<file path="src/rtl/div_pkg.sv">
// Shared types and sizing for the 4-bit restoring divider.
package div_pkg;
  typedef enum logic [1:0] {IDLE, RUN, DONE} div_state_t;
  localparam int DIV_W = 4;
  localparam int CNT_W = $clog2(DIV_W);
endpackage

</file>
<file path="src/rtl/restoring_div_4_if.sv">
// Request/result bundle between a controller (master) and the divider (slave).
interface restoring_div_4_if;
  import div_pkg::*;
  // start is a single-cycle request; it is taken only when busy=0 (IDLE or DONE),
  // and operands are captured on that same edge. done pulses for one cycle with
  // results valid; quotient/remainder/div_by_zero hold until the next taken start.
  logic             start;
  logic [DIV_W-1:0] dividend;
  logic [DIV_W-1:0] divisor;
  logic             busy;
  logic             done;
  logic [DIV_W-1:0] quotient;
  logic [DIV_W-1:0] remainder;
  logic             div_by_zero;

  modport master (
    output start, dividend, divisor,
    input  busy, done, quotient, remainder, div_by_zero
  );

  modport slave (
    input  start, dividend, divisor,
    output busy, done, quotient, remainder, div_by_zero
  );
endinterface

</file>
<file path="src/rtl/subtr_4.sv">
// 4-bit subtractor: d = a - b, bo = borrow-out (a < b).
module subtr_4 (
  input  logic [3:0] a,
  input  logic [3:0] b,
  output logic [3:0] d,
  output logic       bo
);
  assign {bo, d} = {1'b0, a} - {1'b0, b};
endmodule

</file>
<file path="src/rtl/restoring_div_4.sv">
// Sequential unsigned restoring divider, one quotient bit per clock through a shared subtractor.
module restoring_div_4
  import div_pkg::*;
#(
  parameter int WIDTH = 4
) (
  input  logic       clk,
  input  logic       rst,
  restoring_div_4_if.slave dv,
  output div_state_t state_o
);

  if (WIDTH != DIV_W) begin : g_width_check
    $error("restoring_div_4: WIDTH must be 4");
  end

  div_state_t       state_q;
  logic [CNT_W-1:0] cnt_q;
  logic [DIV_W-1:0] p_q, p_d;
  logic [DIV_W-1:0] q_q, q_d;
  logic [DIV_W-1:0] divisor_q;
  logic [DIV_W-1:0] quotient_q, remainder_q;
  logic             busy_q, done_q, dz_q;

  logic [DIV_W-1:0] s_w, d_w;
  logic             bo_w, acc_w;

  // Shift in the next dividend bit; a carried-out MSB guarantees the subtract succeeds.
  assign s_w = {p_q[DIV_W-2:0], q_q[DIV_W-1]};

  subtr_4 u_sub (
    .a  (s_w),
    .b  (divisor_q),
    .d  (d_w),
    .bo (bo_w)
  );

  always_comb begin
    acc_w = p_q[DIV_W-1] | ~bo_w;
    p_d   = acc_w ? d_w : s_w;
    q_d   = {q_q[DIV_W-2:0], acc_w};
  end

  always_ff @(posedge clk or posedge rst) begin
    if (rst) begin
      state_q     <= IDLE;
      cnt_q       <= '0;
      p_q         <= '0;
      q_q         <= '0;
      divisor_q   <= '0;
      quotient_q  <= '0;
      remainder_q <= '0;
      busy_q      <= 1'b0;
      done_q      <= 1'b0;
      dz_q        <= 1'b0;
    end else begin
      done_q <= 1'b0;
      case (state_q)
        IDLE, DONE: begin
          if (dv.start) begin
            if (dv.divisor != '0) begin
              state_q   <= RUN;
              q_q       <= dv.dividend;
              p_q       <= '0;
              cnt_q     <= CNT_W'(DIV_W - 1);
              divisor_q <= dv.divisor;
              busy_q    <= 1'b1;
              dz_q      <= 1'b0;
            end else begin
              state_q     <= DONE;
              quotient_q  <= '1;
              remainder_q <= dv.dividend;
              dz_q        <= 1'b1;
              done_q      <= 1'b1;
            end
          end else begin
            state_q <= IDLE;
          end
        end
        RUN: begin
          p_q <= p_d;
          q_q <= q_d;
          if (cnt_q == '0) begin
            state_q     <= DONE;
            busy_q      <= 1'b0;
            done_q      <= 1'b1;
            quotient_q  <= q_d;
            remainder_q <= p_d;
          end else begin
            cnt_q <= cnt_q - 1'b1;
          end
        end
        default: begin
          state_q <= IDLE;
          busy_q  <= 1'b0;
        end
      endcase
    end
  end

  assign dv.busy        = busy_q;
  assign dv.done        = done_q;
  assign dv.quotient    = quotient_q;
  assign dv.remainder   = remainder_q;
  assign dv.div_by_zero = dz_q;
  assign state_o        = state_q;

endmodule
</file>
<file path="src/flat_wrapper.sv">
// flat-port wrapper written by rule: the top's interface ports become plain ports
module restoring_div_4_flat import div_pkg::*;
#(
  parameter int WIDTH = 4
)
  (clk, rst, state_o, dv_start, dv_dividend, dv_divisor, dv_busy, dv_done, dv_quotient, dv_remainder, dv_div_by_zero);
  restoring_div_4_if dv_i ();
  input  logic clk;
  input  logic rst;
  output div_state_t state_o;
  input wire logic [$bits(dv_i.start)-1:0] dv_start;
  input wire logic [$bits(dv_i.dividend)-1:0] dv_dividend;
  input wire logic [$bits(dv_i.divisor)-1:0] dv_divisor;
  output wire logic [$bits(dv_i.busy)-1:0] dv_busy;
  output wire logic [$bits(dv_i.done)-1:0] dv_done;
  output wire logic [$bits(dv_i.quotient)-1:0] dv_quotient;
  output wire logic [$bits(dv_i.remainder)-1:0] dv_remainder;
  output wire logic [$bits(dv_i.div_by_zero)-1:0] dv_div_by_zero;
  assign dv_i.start = dv_start;
  assign dv_i.dividend = dv_dividend;
  assign dv_i.divisor = dv_divisor;
  assign dv_busy = dv_i.busy;
  assign dv_done = dv_i.done;
  assign dv_quotient = dv_i.quotient;
  assign dv_remainder = dv_i.remainder;
  assign dv_div_by_zero = dv_i.div_by_zero;
  restoring_div_4 #(.WIDTH(WIDTH)) u_core (.clk(clk), .rst(rst), .dv(dv_i), .state_o(state_o));
endmodule
</file>
<file path="config.mk">
export PLATFORM = sky130hd
export DESIGN_NAME = restoring_div_4_flat
export DESIGN_NICKNAME = d
export VERILOG_FILES = /design/src/rtl/div_pkg.sv /design/src/rtl/restoring_div_4_if.sv /design/src/rtl/subtr_4.sv /design/src/rtl/restoring_div_4.sv /design/src/flat_wrapper.sv
export SDC_FILE = /design/constraint.sdc
export NUM_CORES = 1
export LEC_CHECK = 0
export ABC_AREA = 1
export BUFFER_PORTS_ARGS = -buffer_cell sky130_fd_sc_hd__buf_2
export CAP_MARGIN = 20
export CORE_ASPECT_RATIO = 0.6
export CORE_MARGIN = 8
export CORE_UTILIZATION = 54
export CTS_CLUSTER_DIAMETER = 30
export DETAILED_ROUTE_END_ITERATION = 10
export PLACE_DENSITY_LB_ADDON = 0.05
export SLEW_MARGIN = 20
export SYNTH_ARGS = -nofsm -noshare
export SYNTH_HDL_FRONTEND = slang
export SYNTH_SLANG_ARGS = --single-unit
export TNS_END_PERCENT = 1
</file>
<file path="constraint.sdc">
create_clock -name clk -period 2.2 [get_ports clk]
set_input_delay 0.11 -clock clk [delete_from_list [all_inputs] [get_ports clk]]
set_output_delay 0.11 -clock clk [all_outputs]
set_load 0.03 [all_outputs]
</file>
==> results.yml <==
detailed_routing:
  dr.pass1.iters: 4
  drc: 0
  via_count: 1114
  wl_per_cell_um: 12.9
  routed_wl_um: 2830
  drt_iter0_markers: 59
  via_per_inst: 5.06
  ant_nets: 0
critical_path:
  crit_required_ns: 2.38
  end_kind: "flop"
  critPathLaunchType: "flop"
  crit_type: "flop to flop"
  timing.critical_path.arrival_ns: 1.99
  cp_max_fo: 5
sta:
  fmaxAchievable_ghz: 0.551
  setup_slack_ns: 0.385
  min_period_over_period_pct: 82.5
  relSlewSlack_pct: 76.2
  grt_setup_unrepaired: "false"
  tightest_slew_ns: 0.357
  setup_violations: 0
  fin_setup_tns_ns: 0
  finClkSkew_ns: 0.00410
  period_minus_slack_ns: 1.81
  holdWs_ns: 0.0603
  hold_viol: 0
  slew_violations: 0
placement:
  gp_congestion: 0.933
  place_hpwl_um: 2220
  place_ws_ns: 0.420
  io_buffer_count: 23
synthesis:
  synth_seq_cells: 27
  syn_nets: 177
  yosysSeqAreaShare_pct: 49.5
  synthTopCellsByCount: "dfrtp_1 (27), inv_1 (27), nand2_1 (23), nor2_1 (15), o21ai_0 (13)"
  ys_warn_count: 0
  netlist_area_um2: 1370
  synth_cell_types: 25
  synth_edf_count: 0
  synth_area_per_cell_um2: 8.54
  synth_top_cell_area_share_pct: 49.5
  synth.area.top_cells: "dfrtp_1 (49%), inv_1 (7.4%), nand2_1 (6.3%)"
  synth-async-reset-ratio_pct: 100
  synth_ff_type: "dfrtp_1"
  yosysTopAreaCell: "dfrtp_1"
  syn_inst: 160
clock_network:
  cts_sinks: 27
  clkLatencyLatePin_ns: 0.27
  clk_pin_slew_ns: 0.09
  htree_levels: 1
  tritoncts: "built"
  numCtsBuffers: 3
  cts_root_buffer: "clkbuf_8"
  post_cts_buffers: 0
  cts_resized: 0
  cts_hold_buffers: 1
  cts_buffer_depth: 2
pwr:
  p_sw_share_pct: 47.6
  p_per_area_nw_per_um2: 1650
  clockPowerShare_pct: 10.7
  seqPwrFrac_pct: 33.0
  combPwrFrac_pct: 56.4
  p_leak_nw: 0.856
  p_int_mw: 1.36
  switchingPower_mw: 1.24
  peakVddDrop_v: 0.000741
  power.total_mw: 2.60
floorplan:
  start_util_pct: 55.7
  pin_count: 24
  die_w_um: 80.9
  rows: 14
  coreArea_um2: 2450
  dieArea_um2: 4450
  die_y_um: 55.0
grt:
  grt_pass1_wl_um: 4900
  grt-ovfl-total: 0
  grt.total_usage_pct: 14.4
  grt_pass1_vias: 1075
  antenna_found_initial: 0
  grt_max_degree: 28
layout:
  insertedDiodeCount: 0
  area_delta_synth_final_pct: 15.7
  finish.net_count: 206
  drive_gt1_share_pct: 21.8
flow_run:
  drv_cap: 0
min_path:
  min_path_type: "input pin to flop"
run_status:
  status: "completed"
[routing by layer]
layer / wire length (µm) / vias to the layer above / GRT usage, %
met2: 1270 / 26 / 23.3
met3: 180 / 4 / 4.52
met1: 1360 / 521 / 18.9
met4: 21 / 0 / 3.24
met5: 0 / - / 0
li1: - / 563 / -
[state kept, by name (all words and copies together) (netlist names)]
| signal | flops |
|---|---|
| u_core.state_o | 2 |
| u_core.dv.div_by_zero | 1 |
| u_core.dv.quotient | 4 |
| u_core.cnt_q | 2 |
| u_core.q_q | 4 |
| u_core.p_q | 4 |
| u_core.dv.remainder | 4 |
| u_core.dv.busy | 1 |
| u_core.dv.done | 1 |
| u_core.divisor_q | 4 |
[path summary, 6_finish.rpt]
check                                         end             startpoint  cells after the start  slack, ns
hold / removal                u_core.divisor_q[2]          dv_divisor[2]                      3       0.06
min in group asynchronous   u_core.dv.quotient[2]                    rst                      4       0.43
max in group asynchronous     u_core.divisor_q[2]                    rst                      4       1.51
hold reg to reg             u_core.dv.div_by_zero  u_core.dv.div_by_zero                      2       0.51
setup reg to reg           u_core.dv.remainder[2]          u_core.q_q[3]                     11       0.39
setup / recovery           u_core.dv.remainder[2]          u_core.q_q[3]                     11       0.39
[layout make-up]
cell class	instances	area, µm²
Fill cell	210	872
Clock buffer	3	41.3
Sequential cell	27	676
Tap cell	32	40.0
Inverter	31	116
Timing Repair Buffer	25	133
Clock inverter	1	5.00
Multi-Input combinational cell	101	569
[critical path, stage by stage (launching register included)]
cell and delay, ns:
dfrtp_1 0.36, inv_1 0.06, ha_1 0.20, fa_1 0.41, inv_1 0.07, nand3_1 0.06
nand3_1 0.19, nor2_2 0.10, nand2_1 0.09, nand3_1 0.08, nand2_1 0.07, inv_1 0.04
[power by group through the flow]
stage               clock network, mW  logic, mW  registers [mW]
floorplan                           0      0.896            1.07
global placement                    0       1.43           0.861
detailed placement                  0       1.47           0.866
CTS                             0.286       1.47           0.857
global route                    0.305       1.67           0.886
finish                          0.278       1.47           0.859
[cell families (layout without fill, tap and decap cells)]
group / after synthesis / after routing / share of synthesized area (%)
fa+ha+maj: 6 / 6 / 6.04
compound gates: 29 / 29 / 12.1
buf+inv: 32 / 60 / 8.88
flops: 27 / 27 / 49.5
simple gates: 65 / 65 / 22.9
xor+xnor: 1 / 1 / 0.641
[cell usage in the layout (no fill, tap or decap)]
cell type / n
buf_2: 23
nand3b_1: 3
dfrtp_1: 27
ha_1: 5
clkbuf_8: 3
nand2_1: 23
dlygate4sd3_1: 1
a22oi_1: 1
inv_2: 4
nor2_1: 15
a31oi_1: 1
or2_4: 1
clkinv_2: 1
a21oi_1: 9
fa_1: 1
o211ai_1: 2
o21ai_0: 13
a21oi_4: 1
or2_1: 2
buf_4: 1
o21ai_1: 2
nor2_2: 2
nor2_4: 1
nand3_1: 12
or2_0: 2
nand2_4: 1
inv_1: 27
xnor2_1: 1
nand2_2: 3
[through the flow]
| stage | std cells | instance area (µm²) | util (%) |
|---|---|---|---|
| floorplan | 160 | 1370 | - |
| global placement | 215 | 1520 | 62.1 |
| detailed placement | 215 | 1520 | 62.1 |
| CTS | 220 | 1580 | 64.4 |
| global route | 220 | 1580 | 64.4 |
| finish | 220 | 1580 | 64.4 |
No activity file was read; power rests on OpenSTA's default activity.
